**src/rtl/ddr_serializer_tx_pkg.sv**
```systemverilog
// Shared definitions for the dual-edge serial link (transmitter and receiver framing checker).
//   state_e             : serializer FSM encodings ST_IDLE / ST_SHIFT
//   WIDTH_DEFAULT       : default bits per word
//   IDLE_LEVEL_DEFAULT  : default line level when nothing is in flight
//   cnt_width()         : pair-counter width for a given word width
package ddr_serializer_tx_pkg;

    typedef enum logic {
        ST_IDLE  = 1'b0,
        ST_SHIFT = 1'b1
    } state_e;

    localparam int unsigned WIDTH_DEFAULT      = 8;
    localparam logic        IDLE_LEVEL_DEFAULT = 1'b0;

    // clog2(width/2), floored at one bit so a 2-bit word still has a legal counter
    function automatic int unsigned cnt_width(input int unsigned width);
        return (width / 2 > 1) ? $clog2(width / 2) : 1;
    endfunction

endpackage

```
**src/rtl/ddr_serializer_tx_if.sv**
```systemverilog
// Parallel word handshake into the serializer.
//   in_data  : word to send, sampled on accept
//   in_valid : word present
//   in_ready : serializer can take a word this cycle (combinational from state)
interface ddr_serializer_tx_if #(
    parameter int unsigned WIDTH = 8
) ();

    logic [WIDTH-1:0] in_data;
    logic             in_valid;
    logic             in_ready;

    modport master (output in_data, output in_valid, input  in_ready);
    modport slave  (input  in_data, input  in_valid, output in_ready);

endinterface

```
**src/rtl/ddr_serializer_tx_launch.sv**
```systemverilog
// Dual-edge launch pair: a posedge flop and a negedge flop whose XOR is the line.
// Each flop only ever changes on its own edge, so q_o is glitch-free without a clock mux.
//   clk_i, rst_i : clock (both edges used), async active-high reset
//   rise_bit_i   : bit shown during the high phase after the posedge
//   fall_bit_i   : bit shown during the following low phase (must be stable at the negedge)
//   q_o          : serial line, IDLE_LEVEL while in reset
module ddr_serializer_tx_launch
    import ddr_serializer_tx_pkg::*;
#(
    parameter logic IDLE_LEVEL = IDLE_LEVEL_DEFAULT
) (
    input  logic clk_i,
    input  logic rst_i,
    input  logic rise_bit_i,
    input  logic fall_bit_i,
    output logic q_o
);

    logic p_q;
    logic n_q;

    // p^n becomes rise_bit after the posedge
    always_ff @(posedge clk_i or posedge rst_i) begin
        if (rst_i) p_q <= IDLE_LEVEL;
        else       p_q <= rise_bit_i ^ n_q;
    end

    // p^n becomes fall_bit after the negedge
    always_ff @(negedge clk_i or posedge rst_i) begin
        if (rst_i) n_q <= 1'b0;
        else       n_q <= fall_bit_i ^ p_q;
    end

    assign q_o = p_q ^ n_q;

endmodule

```
**src/rtl/ddr_serializer_tx.sv**
```systemverilog
// DDR serializer transmit end: takes a parallel word per valid/ready handshake and sends it
// MSB-first, two bits per clock cycle (first bit in the high phase, second in the low phase).
//   clk_i, rst_i : clock, async active-high reset
//   in_if        : word handshake (slave side)
//   q_o          : DDR serial output
//   q_en_o       : high in every cycle that carries word bits
//   done_o       : one-cycle pulse while the last bit pair of a word is on q_o
module ddr_serializer_tx
    import ddr_serializer_tx_pkg::*;
#(
    parameter int unsigned WIDTH      = WIDTH_DEFAULT,
    parameter logic        IDLE_LEVEL = IDLE_LEVEL_DEFAULT
) (
    input  logic               clk_i,
    input  logic               rst_i,
    ddr_serializer_tx_if.slave in_if,
    output logic               q_o,
    output logic               q_en_o,
    output logic               done_o
);

    localparam int unsigned     CNT_W    = cnt_width(WIDTH);
    localparam logic [CNT_W-1:0] LAST_CNT = CNT_W'(WIDTH / 2 - 1);

    state_e           state_q, state_d;
    logic [CNT_W-1:0] cnt_q, cnt_d;
    logic [WIDTH-1:0] sh_q, sh_d;
    logic             fall_q, fall_d;
    logic             q_en_q, q_en_d;
    logic             done_q, done_d;
    logic             rise_bit_c;
    logic             last_pair_c;
    logic             ready_c;
    logic             accept_c;

    // State and datapath registers
    always_ff @(posedge clk_i or posedge rst_i) begin
        if (rst_i) begin
            state_q <= ST_IDLE;
            cnt_q   <= '0;
            sh_q    <= '0;
            fall_q  <= IDLE_LEVEL;
            q_en_q  <= 1'b0;
            done_q  <= 1'b0;
        end else begin
            state_q <= state_d;
            cnt_q   <= cnt_d;
            sh_q    <= sh_d;
            fall_q  <= fall_d;
            q_en_q  <= q_en_d;
            done_q  <= done_d;
        end
    end

    // Next state: cnt_q is the pair launched at the coming posedge, so a word accepted at
    // the edge that launches the last pair follows with no bubble.
    always_comb begin
        state_d     = state_q;
        cnt_d       = cnt_q;
        sh_d        = sh_q;
        fall_d      = IDLE_LEVEL;
        rise_bit_c  = IDLE_LEVEL;
        q_en_d      = 1'b0;
        done_d      = 1'b0;
        last_pair_c = (state_q == ST_SHIFT) && (cnt_q == LAST_CNT);
        ready_c     = (state_q == ST_IDLE) || last_pair_c;
        accept_c    = in_if.in_valid && ready_c;

        case (state_q)
            ST_IDLE: begin
                if (accept_c) begin
                    state_d = ST_SHIFT;
                    cnt_d   = '0;
                    sh_d    = in_if.in_data;
                end
            end
            ST_SHIFT: begin
                rise_bit_c = sh_q[WIDTH-1];
                fall_d     = sh_q[WIDTH-2];
                q_en_d     = 1'b1;
                sh_d       = sh_q << 2;
                if (last_pair_c) begin
                    done_d = 1'b1;
                    cnt_d  = '0;
                    if (accept_c) begin
                        sh_d = in_if.in_data;
                    end else begin
                        state_d = ST_IDLE;
                    end
                end else begin
                    cnt_d = cnt_q + CNT_W'(1);
                end
            end
            default: state_d = ST_IDLE;
        endcase
    end

    assign in_if.in_ready = ready_c && !rst_i;
    assign q_en_o         = q_en_q;
    assign done_o         = done_q;

    ddr_serializer_tx_launch #(
        .IDLE_LEVEL (IDLE_LEVEL)
    ) u_launch (
        .clk_i      (clk_i),
        .rst_i      (rst_i),
        .rise_bit_i (rise_bit_c),
        .fall_bit_i (fall_q),
        .q_o        (q_o)
    );

endmodule
```
**src/flat_wrapper.sv**
```systemverilog
// flat-port wrapper written by rule: the top's interface ports become plain ports
module ddr_serializer_tx_flat import ddr_serializer_tx_pkg::*;
#(
    parameter int unsigned WIDTH      = WIDTH_DEFAULT,
    parameter logic        IDLE_LEVEL = IDLE_LEVEL_DEFAULT
)
  (clk_i, rst_i, q_o, q_en_o, done_o, in_if_in_data, in_if_in_valid, in_if_in_ready);
  ddr_serializer_tx_if #(.WIDTH(WIDTH)) in_if_i ();
  input  logic clk_i;
  input  logic rst_i;
  output logic q_o;
  output logic q_en_o;
  output logic done_o;
  input wire logic [$bits(in_if_i.in_data)-1:0] in_if_in_data;
  input wire logic [$bits(in_if_i.in_valid)-1:0] in_if_in_valid;
  output wire logic [$bits(in_if_i.in_ready)-1:0] in_if_in_ready;
  assign in_if_i.in_data = in_if_in_data;
  assign in_if_i.in_valid = in_if_in_valid;
  assign in_if_in_ready = in_if_i.in_ready;
  ddr_serializer_tx #(.WIDTH(WIDTH), .IDLE_LEVEL(IDLE_LEVEL)) u_core (.clk_i(clk_i), .rst_i(rst_i), .in_if(in_if_i), .q_o(q_o), .q_en_o(q_en_o), .done_o(done_o));
endmodule
```
**config.mk**
```make
export PLATFORM = sky130hd
export DESIGN_NAME = ddr_serializer_tx_flat
export DESIGN_NICKNAME = d
export VERILOG_FILES = /design/src/rtl/ddr_serializer_tx_pkg.sv /design/src/rtl/ddr_serializer_tx_if.sv /design/src/rtl/ddr_serializer_tx_launch.sv /design/src/rtl/ddr_serializer_tx.sv /design/src/flat_wrapper.sv
export SDC_FILE = /design/constraint.sdc
export NUM_CORES = 1
export LEC_CHECK = 0
export BUFFER_PORTS_ARGS = -buffer_cell sky130_fd_sc_hd__clkbuf_2
export CELL_PAD_IN_SITES_DETAIL_PLACEMENT = 0
export CELL_PAD_IN_SITES_GLOBAL_PLACEMENT = 1
export CORE_MARGIN = 5
export CORE_UTILIZATION = 43
export DETAILED_ROUTE_END_ITERATION = 16
export HOLD_SLACK_MARGIN = 0.12
export PLACE_DENSITY = 0.92
export SYNTH_ARGS = -nofsm -noshare
export SYNTH_HDL_FRONTEND = slang
export SYNTH_HIERARCHICAL = 1
export SYNTH_SLANG_ARGS = --single-unit
```
**constraint.sdc**
```tcl
create_clock -name clk_i -period 1.7 [get_ports clk_i]
set_input_delay 0.255 -clock clk_i [delete_from_list [all_inputs] [get_ports clk_i]]
set_output_delay 0.255 -clock clk_i [all_outputs]
set_load 0.01 [all_outputs]
```
==> metrics.md, run 1 <==
| Metric | Value |
|---|---|
| First-pass GRT wire length | between 2000 and 2500 um |
| Clk slew on worst S/H paths | about 90 ps |
| Count of cell types in the netlist | 18 |
| Hold path cells | 3 |
| Synth Area per Inst | between 10 and 15 um2 |
| Commonest cells after routing, fill and taps aside | dfrtp_1, clkbuf_2, nor2_1 |
| Total grt overflow | 0 |
| Crit path required time | ~1400 ps |
| Antenna violations before repair | 0 |
| DP HPWL | roughly 930 um |
| Status | finished, violations left |
| Vias in the first global route | around 550 |
| # diodes | 0 |
| Die Wd | slightly above 50 um |
| Row cnt | 15 |
| Largest net degree at the start of global routing | 22 |
| Rel. slew slack | slightly above 70% |
| Hold crit path type | input port to flop |
| Mapped Cells | 69 |
| PortBufs | 14 |
| Number of clock sinks | 16 |
| DRC | 0 |
| Post-route worst setup slack | -402 ps |
| Synthesized area | ~740 um2 |
| CP max-delay cell | dfrtn_1 |
| Setup TNS | -402 ps |
| WP depth | 2 |
| Failing checks | negative setup slack |
| Final Skew | 6.35 ps |
| Core region area | 0.00169 mm2 |
| CP max stage delay | 460 ps |
| Clk buf depth | 2 |
| DR WL/cell | between 10 and 15 um |
| Initial drt markers | 11 |
| Fill cell count | between 150 and 200 |
| Syn Nets | between 80 and 90 |
| Die Y | between 50 and 60 um |
| Setup violations, final | 1 |
| Via-to-Cell Ratio | about 5.2 |
| Most common cell after layout, fill and taps aside | dfrtp_1 |
| Share of post-route cells with drive strength above 1 | between 20% and 30% |
| Worst-path maximum fanout | 2 |
| Max-Cap Viols | 0 |
| Most used DFF post-synth | dfrtp_1 |
| Depth of the CTS H-tree | 1 |
| Max-slew violation count | 0 |
| R2r worst-path depth | 2 |
| CP startpoint kind | flop |
| RSZ-0062 raised after global routing | true |
| Hold Violations, Final | 0 |
| Clk Latency, worst-skew pair | between 200 and 300 ps |
| Final nets | a little over 100 |
| Worst Setup End Kind | primary output |
| Root Buffer Master | clkbuf_4 |
| Num CTS Buffers | 3 |
| Seq/Total Area, Yosys | 54.0% |
| Die Footprint | ~0.0027 mm2 |
| EDFF count, synth | 0 |
| CTS tree | yes |
| Bufs and invs on worst path | 1 |
| Crit Path Class | flop to primary output |
| Initial Util | a little over two fifths |
| Crit path arrival time | roughly 1900 ps |
| Synth-to-layout area growth | 20.6% |
| Final ANT Viol Nets | 0 |
| GRT Total Usage | roughly 12% |
| # IOs | 15 |
| Final WL | between 1000 and 1500 um |
| Fraction of registers with async set/reset | 100% |
| Global placer's final weighted congestion | 0.694 |
| DP Area | between 800 and 900 um2 |
| Maximum VDD drop | roughly 0.0006 V |
| PD cells | ~1700 mW/mm2 |
| Crit-path leading delay family | flip-flops |
| Pin slew with the least headroom to its limit | 410 ps |
| Final instance area | a little under 900 um2 |
| Syn. warnings | 6 |
| Cell-by-cell trace of the critical path | xor2_2, buf_2 |
| Leakage | around 0.42 nW |
| Synth Register Bits | 16 |
| Via count | between 500 and 600 |
| Number of detailed-route iterations in the first pass | 4 |
-- Yosys cell counts (all sizes together) (3+ instances only) --
cell    count  share of area [%]
nor2b       6                5.1
nand2       3                1.5
dfrtp      15                 51
a211oi      6                6.1
o21ai       4                2.7
and2        4                3.4
buf         3                3.7
nor2        7                3.5
o22ai       6                5.1
xor2        3                3.5
nand2b      3                2.5
-- logic make-up after synthesis --
family	share of synthesized area (%)
AO/OA/AOI/OAI	16.0
XOR/XNOR	3.54
adder cells (fa/ha/maj)	1.69
buffers and inverters	4.72
flip-flops	54.0
multiplexers	2.70
AND/OR/NAND/NOR	17.4
-- tightest hold or removal path: cells and delay by family --
family,cells,cell delay [ps]
buf+inv,1,90
compound gates,1,70
simple gates,1,60
-- final timing paths --
check                                      endpoint                 from  slack (ps)
worst min-delay path                 u_core/sh_q[1]     in_if_in_data[1]         220
max in group asynchronous       u_core/u_launch/n_q                rst_i         470
worst max register to register  u_core/u_launch/p_q  u_core/u_launch/n_q          70
worst max-delay path                            q_o  u_core/u_launch/n_q        -400
min in group asynchronous       u_core/u_launch/p_q                rst_i         360
worst min register to register        u_core/fall_q       u_core/sh_q[6]         470
-- routing by layer --
layer / vias to the layer above / GRT usage (%) / part of all wire, %
met3: 4 / 4.01 / 6.1
met5: - / 0 / 0
met4: 0 / 7.86 / 2.0
li1: 273 / - / -
met1: 250 / 15.4 / 48
met2: 14 / 18.2 / 43
-- power breakdown --
| group | internal (mW) | switching, mW | leakage, nW |
|---|---|---|---|
| clock network | 0.130 | 0.117 | 0.0210 |
| logic | 0.301 | 0.265 | 0.207 |
| registers | 0.551 | 0.115 | 0.194 |
| total | 0.983 | 0.497 | 0.421 |
-- state kept, by name, summed over array words and instances, names as in the netlist --
name / flops
u_core/u_launch/n_q: 1
u_core/sh_q: 8
u_core/q_en_o: 1
u_core/done_o: 1
u_core/state_q: 1
u_core/cnt_q: 2
u_core/fall_q: 1
u_core/u_launch/p_q: 1
-- timing repair --
item	4_1_cts	5_1_grt
endpoints found under the setup margin	2	2
hold buffers	1	0
gates resized for setup	1	2
endpoints found under the hold margin	15	0
pin swaps	1	1
buffers inserted	0	0
-- metrics by stage --
step | utilization (%) | hold slack (ps) | worst slack [ps] | power [mW] | std cells
after global placement | 49.5 | 102 | -99.3 | 1.19 | 100
after CTS | 52.4 | 204 | -428 | 1.48 | 105
after global routing | 53.0 | 233 | -473 | 1.61 | 105
final | 53.0 | 215 | -402 | 1.48 | 105
after floorplan | - | -3.83 | -27.5 | 1.05 | 69
after detailed placement | 49.5 | 112 | -103 | 1.21 | 100
-- cell type report --
| class | count | area (um2) | share of cell area, % |
|---|---|---|---|
| sequential | 16 | 400 | 44.8 |
| inverter | 2 | 7.51 | 0.839 |
| timing repair buffer | 18 | 103 | 11.5 |
| tap | 17 | 21.3 | 2.38 |
| clock buffer | 4 | 36.3 | 4.06 |
| multi-input combinational | 48 | 327 | 36.5 |
Note: power is estimated with default switching activity, not from simulation.
==> run 2, diff against run 1 <==
--- a/config.mk
+++ b/config.mk
@@ -13,6 +13,7 @@
 export DETAILED_ROUTE_END_ITERATION = 16
 export HOLD_SLACK_MARGIN = 0.12
 export PLACE_DENSITY = 0.92
+export SETUP_SLACK_MARGIN = 0.4
 export SYNTH_ARGS = -nofsm -noshare
 export SYNTH_HDL_FRONTEND = slang
 export SYNTH_HIERARCHICAL = 1
==> run 2 against run 1 <==
Net effect: the run still ends with negative setup slack left; sequential power rose by 2%; largest cell class unchanged; critical endpoint unchanged; power increased by 10%; first-iteration DRC count down 55%; hold slack gained 2.3 ps; utilization increased by 4.4 points.
==> metrics.md, run 2 (synthesis results as in run 1) <==
| Metric | Value |
|---|---|
| Cell-by-cell trace of the critical path | xor2_2, buf_2 |
| Net Sw Power | 0.546 mW (+10%) |
| Register-to-Register Setup Slack | -20 ps (-90 ps) |
| Largest net degree at the start of global routing | 22 (unchanged) |
| Number of detailed-route iterations in the first pass | 3 (-1) |
| Fill cell count | 154 (-6.7%) |
| Initial drt markers | 5 (-6) |
| Most common cell after layout, fill and taps aside | dfrtp_1 |
| Post-route worst setup slack | -404 ps (-1.62 ps) |
| Rel. slew slack | 71.7% (-0.94 points) |
| Number of clock sinks | 16 (unchanged) |
| Final instance area | 968 um2 (+8.3%) |
| R2r worst-path depth | 3 (+1) |
| PortBufs | 14 (unchanged) |
| PD cells | 1690 mW/mm2 (+2.0%) |
| Crit Path Class | flop to primary output |
| Internal power | 1.09 mW (+11%) |
| Clk slew on worst S/H paths | 90 ps (about the same) |
| Maximum VDD drop | 0.000768 V (+29%) |
| Num CTS Buffers | 3 (unchanged) |
| Flop pwr share | 41.3% (-3.7 points) |
| First-pass GRT wire length | 2190 um (-8.4%) |
| GRT busiest layer | met2 |
| CP max-delay cell | dfrtn_1 |
| Final nets | 104 (+3.0%) |
| Depth of the CTS H-tree | 1 (unchanged) |
| Global placer's final weighted congestion | 0.729 (+5.1%) |
| Combinational share of power | 43.4% (+5.1 points) |
| WHS | 218 ps (+2.35 ps) |
| Via-to-Cell Ratio | 5.17 (+0.28%) |
| CTS tree | yes |
| Core region area | 0.00169 mm2 (unchanged) |
| Sw frac | 33.4% (-0.14 points) |
| Share of post-route cells with drive strength above 1 | 37.4% (+10 points) |
| Initial Util | 43.9% (unchanged) |
| Worst-path maximum fanout | 2 (unchanged) |
| Bufs and invs on worst path | 1 (unchanged) |
| Antenna violations before repair | 0 (unchanged) |
| Commonest cells after routing, fill and taps aside | dfrtp_1, clkbuf_2, nor2_1, nor2b_1, a211oi_1 |
| DP Area | 836 um2 (unchanged) |
| Leakage | 0.454 nW (+7.9%) |
| Die Footprint | 0.00266 mm2 (unchanged) |
| # IOs | 15 (unchanged) |
| Largest Register | u_core/sh_q |
| Launch point of the worst reg-to-reg path | u_core/u_launch/n_q |
| Setup violations, final | 2 (+1) |
| Failing checks | negative setup slack |
| Reg2reg end | u_core/u_launch/p_q |
| Status | finished, violations left |
| RSZ-0062 raised after global routing | true |
| Met2 Usage GRT | 16.7% (-1.5 points) |
| Final Skew | 2.38 ps (-3.97 ps) |
| DP HPWL | 961 um (+3.7%) |
| Crit path arrival time | 1850 ps (about the same) |
| Max-slew violation count | 0 (unchanged) |
| GRT Total Usage | 11.3% (-1.1 points) |
| Synth-to-layout area growth | 30.5% |
| DR WL/cell | 12.9 um (+2.0%) |
| Worst Hold Launch | in_if_in_data[1] |
| Max-Cap Viols | 0 (unchanged) |
| Hold Violations, Final | 0 (unchanged) |
| Hold path cells | 3 (unchanged) |
| Pin slew with the least headroom to its limit | 424 ps (+14.2 ps) |
| Clk Latency, worst-skew pair | 280 ps (about the same) |
| Final ANT Viol Nets | 0 (unchanged) |
| Die Wd | 51.5 um (unchanged) |
| Total grt overflow | 0 (unchanged) |
| Vias in the first global route | 513 (-7.4%) |
| Top flop regs | u_core/sh_q x8, u_core/cnt_q x2 |
| WHS Endpoint | u_core/sh_q[1] |
| # diodes | 0 (unchanged) |
| Root Buffer Master | clkbuf_4 |
| Crit-path leading delay family | flip-flops |
| Row cnt | 15 (unchanged) |
| CP startpoint kind | flop |
| Worst Setup End Kind | primary output |
| Crit path required time | 1440 ps (about the same) |
| GR Layer Usage met1 | 15.3% (-0.16 points) |
| Via count | 558 (+3.1%) |
| Hold crit path type | input port to flop |
| CP max stage delay | 460 ps (about the same) |
| Final WL | 1390 um (+4.9%) |
| Clk pwr share | 15.3% (-1.4 points) |
| Max reg flops | 8 (unchanged) |
| Met3 Track Usage GR | 2.87% (-1.1 points) |
| Overall power | 1.63 mW (+10%) |
| Clk buf depth | 2 (unchanged) |
| DRC | 0 (unchanged) |
| Die Y | 51.5 um (unchanged) |
run 2: per-layer routing:
metal	part of all wire, %	vias up
met1	50	262
met3	5.6	2
met5	0	-
met2	43	14
li1	-	280
met4	1.2	0
run 2: worst max path at each step:
stage | from | end | slack, ps | cells past startpoint
detailed placement | u_core/u_launch/n_q | q_o | -110 | 2
global placement | u_core/u_launch/n_q | q_o | -100 | 2
CTS | u_core/u_launch/n_q | q_o | -420 | 2
finish | u_core/u_launch/n_q | q_o | -400 | 2
floorplan | u_core/u_launch/n_q | q_o | -30 | 1
global route | u_core/u_launch/n_q | q_o | -440 | 2
run 2: timing repair:
action	CTS	global route
hold buffers	1	0
gates resized for setup	5	9
endpoints found under the setup margin	4	10
endpoints found under the hold margin	15	0
pin swaps	3	3
buffers inserted	3	0
run 2: power by group through the flow:
stage | logic, mW | clock network, mW | registers [mW]
floorplan | 0.397 | 0 | 0.649
global placement | 0.539 | 0 | 0.653
detailed placement | 0.554 | 0 | 0.662
CTS | 0.651 | 0.255 | 0.669
global route | 0.786 | 0.270 | 0.704
finish | 0.709 | 0.251 | 0.675
run 2: area by class of cell:
| cell class | count | area, um2 | share of cell area (%) |
|---|---|---|---|
| inverters | 2 | 7.51 | 0.775 |
| multi-input cells | 48 | 364 | 37.6 |
| clock buffers | 4 | 36.3 | 3.75 |
| well taps | 17 | 21.3 | 2.20 |
| flip-flops and latches | 16 | 400 | 41.3 |
| repair buffers | 21 | 139 | 14.3 |
run 2: worst reg2reg max path, delay by kind of cell (launching register included):
kind / cells / cell delay, ps
xor gates and xnor gates: 1 / 130
buffers and inverters: 2 / 210
DFF: 1 / 460
run 2: stage by stage:
step	utilization [%]	worst slack [ps]	std cells	TNS, ps
2_1_floorplan	-	-27.2	69	-27.2
3_3_place_gp	49.5	-97.7	100	-97.7
3_5_place_dp	49.5	-105	100	-105
4_1_cts	55.1	-418	108	-446
5_1_grt	57.3	-441	108	-506
6_report	57.3	-404	108	-426
==> run 3, diff against run 2 <==
--- a/config.mk
+++ b/config.mk
@@ -9,10 +9,10 @@
 export CELL_PAD_IN_SITES_DETAIL_PLACEMENT = 0
 export CELL_PAD_IN_SITES_GLOBAL_PLACEMENT = 1
 export CORE_MARGIN = 5
-export CORE_UTILIZATION = 43
+export CORE_UTILIZATION = 40
 export DETAILED_ROUTE_END_ITERATION = 16
 export HOLD_SLACK_MARGIN = 0.12
-export PLACE_DENSITY = 0.92
+export PLACE_DENSITY = 0.87
 export SETUP_SLACK_MARGIN = 0.4
 export SYNTH_ARGS = -nofsm -noshare
 export SYNTH_HDL_FRONTEND = slang
==> constraint.sdc (replaced) <==
create_clock -name clk_i -period 2.3 [get_ports clk_i]
set_input_delay 0.345 -clock clk_i [delete_from_list [all_inputs] [get_ports clk_i]]
set_output_delay 0.345 -clock clk_i [all_outputs]
set_load 0.01 [all_outputs]
==> run 3 against run 2 <==
Net effect: the flow still finishes with violations (negative setup slack); clock skew rose by 7.8 ps; highest routed layer is now met3; sequential share of layout area rose by 3.3 points; combinational power fell by 42%; worst setup slack improved by 210 ps; routed wire length fell by 4.9%; largest power group is now sequential cells.
==> metrics.md, run 3 (synthesis results as in run 1) <==
| Metric | Value |
|---|---|
| Setup crit end | q_o |
| Hold Violations, Final | 0 (unchanged) |
| Root Buffer Master | clkbuf_4 |
| Total grt overflow | 0 (unchanged) |
| Post-route worst setup slack | -189 ps (+214 ps) |
| Initial drt markers | 10 (+5) |
| # IOs | 15 (unchanged) |
| Largest net degree at the start of global routing | 22 (unchanged) |
| Rel. slew slack | 67.9% (-3.8 points) |
| Top flop regs | u_core/sh_q x8, u_core/cnt_q x2 |
| Global placer's final weighted congestion | 0.699 (-4.1%) |
| CP startpoint kind | flop |
| Hold crit path type | input port to flop |
| Max-Cap Viols | 0 (unchanged) |
| Worst-path maximum fanout | 2 (unchanged) |
| Leakage | 0.418 nW (-7.9%) |
| CTS tree | yes |
| Most common cell after layout, fill and taps aside | dfrtp_1 |
| Clk Latency, worst-skew pair | 280 ps (about the same) |
| Cell-by-cell trace of the critical path | xor2_2, buf_2 |
| RSZ-0062 raised after global routing | true |
| GRT Total Usage | 11.3% (+0.036 points) |
| Die Wd | 53.1 um (+3.0%) |
| Antenna violations before repair | 0 (unchanged) |
| Finished Core Util | 51.3% (-6.0 points) |
| Final nets | 101 (-2.9%) |
| Depth of the CTS H-tree | 1 (unchanged) |
| Num CTS Buffers | 3 (unchanged) |
| Register-to-Register Setup Slack | 270 ps (+290 ps) |
| DRC | 0 (unchanged) |
| Initial Util | 42.5% (-1.4 points) |
| Die Footprint | 0.00282 mm2 (+6.0%) |
| Clk slew on worst S/H paths | 90 ps (about the same) |
| R2r worst-path depth | 3 (unchanged) |
| Number of clock sinks | 16 (unchanged) |
| Synth-to-layout area growth | 20.7% |
| Crit path arrival time | 2140 ps (+290 ps) |
| Vias in the first global route | 500 (-2.5%) |
| Setup violations, final | 1 (-1) |
| Overall power | 1.06 mW (-35%) |
| Final Skew | 10.2 ps (+7.82 ps) |
| Final ANT Viol Nets | 0 (unchanged) |
| # diodes | 0 (unchanged) |
| Pin slew with the least headroom to its limit | 481 ps (+57.1 ps) |
| Core region area | 0.00175 mm2 (+3.3%) |
| DP Area | 831 um2 (-0.60%) |
| Commonest cells after routing, fill and taps aside | dfrtp_1, clkbuf_2, nor2_1 |
| Die Y | 53.1 um (+3.0%) |
| Worst Setup End Kind | primary output |
| Via count | 542 (-2.9%) |
| PortBufs | 14 (unchanged) |
| Crit path required time | 1960 ps (+520 ps) |
| First-pass GRT wire length | 2240 um (+2.5%) |
| Critical Path Start | u_core/u_launch/n_q |
| CP max-delay cell | dfrtn_1 |
| Max-slew violation count | 0 (unchanged) |
| CP max stage delay | 460 ps (about the same) |
| Setup TNS | -189 ps (+237 ps) |
| Fill cell count | 175 (+14%) |
| WHS | 320 ps (+102 ps) |
| Number of detailed-route iterations in the first pass | 4 (+1) |
| DP HPWL | 900 um (-6.4%) |
| Row cnt | 15 (unchanged) |
| Status | finished, violations left |
| Final WL | 1320 um (-4.9%) |
| Launch point of the worst reg-to-reg path | u_core/u_launch/n_q |
| Crit Path Class | flop to primary output |
| PD cells | 1180 mW/mm2 (-30%) |
| Maximum VDD drop | 0.000551 V (-28%) |
| DR WL/cell | 11.7 um (-9.1%) |
| Via-to-Cell Ratio | 4.80 (-7.2%) |
| Final instance area | 896 um2 (-7.5%) |
| Failing checks | negative setup slack |
| Max reg flops | 8 (unchanged) |
| Largest Register | u_core/sh_q |
| Share of post-route cells with drive strength above 1 | 26.1% (-11 points) |
| Clk buf depth | 2 (unchanged) |
| Reg2reg end | u_core/u_launch/p_q |
## run 3: changes by cell type in the layout (fill, tap and decap cells not counted), sizes merged
cell / delta
buf: -4
clkbuf: +1
## run 3: power breakdown
part | total (mW) | leakage [nW] | switching (mW) | internal, mW
clock | 0.149 | 0.0150 | 0.0818 | 0.0673
sequential | 0.495 | 0.194 | 0.0880 | 0.407
combinational | 0.413 | 0.210 | 0.189 | 0.223
total | 1.06 | 0.418 | 0.359 | 0.698
## run 3: what timing repair did
item	4_1_cts	5_1_grt
hold buffers	1	0
endpoints found under the hold margin	15	0
endpoints found under the setup margin	2	4
pin swaps	1	1
buffers inserted	1	1
gates resized for setup	0	5
## run 3: worst min-delay path by stage
stage	start	end	slack [ps]	depth (start not counted)
2_1_floorplan	rst_i	u_core/u_launch/p_q	90	1
4_1_cts	in_if_in_data[1]	u_core/sh_q[1]	310	3
3_3_place_gp	rst_i	u_core/u_launch/p_q	190	2
6_report	in_if_in_data[1]	u_core/sh_q[1]	320	3
3_5_place_dp	rst_i	u_core/u_launch/p_q	200	2
5_1_grt	in_if_in_data[1]	u_core/sh_q[1]	300	3
## run 3: through the flow
step           cells  worst slack, ps
4_1_cts          112             -205
3_5_place_dp     106             81.9
3_3_place_gp     106             98.3
6_report         113             -189
2_1_floorplan     69              183
5_1_grt          113             -256
## run 3: critical path: cells and delay by family, from the launching register on
family	cells	cell delay (ps)
xor+xnor	1	120
buf+inv	1	140
flops	1	460
## run 3: final cells by class
cell class	count	area [um2]	share of cell area, %
clock buffer	4	26.3	2.93
tap	25	31.3	3.49
multi-input combinational	48	317	35.3
sequential	16	400	44.7
timing repair buffer	18	114	12.7
inverter	2	7.51	0.838
## run 3: per-layer routing
metal	up-vias	routed length (um)	global-route usage, %
met5	-	0	0
met4	0	0	2.55
met3	0	90	5.35
met2	15	598	16.3
met1	248	633	15.2
li1	279	-	-
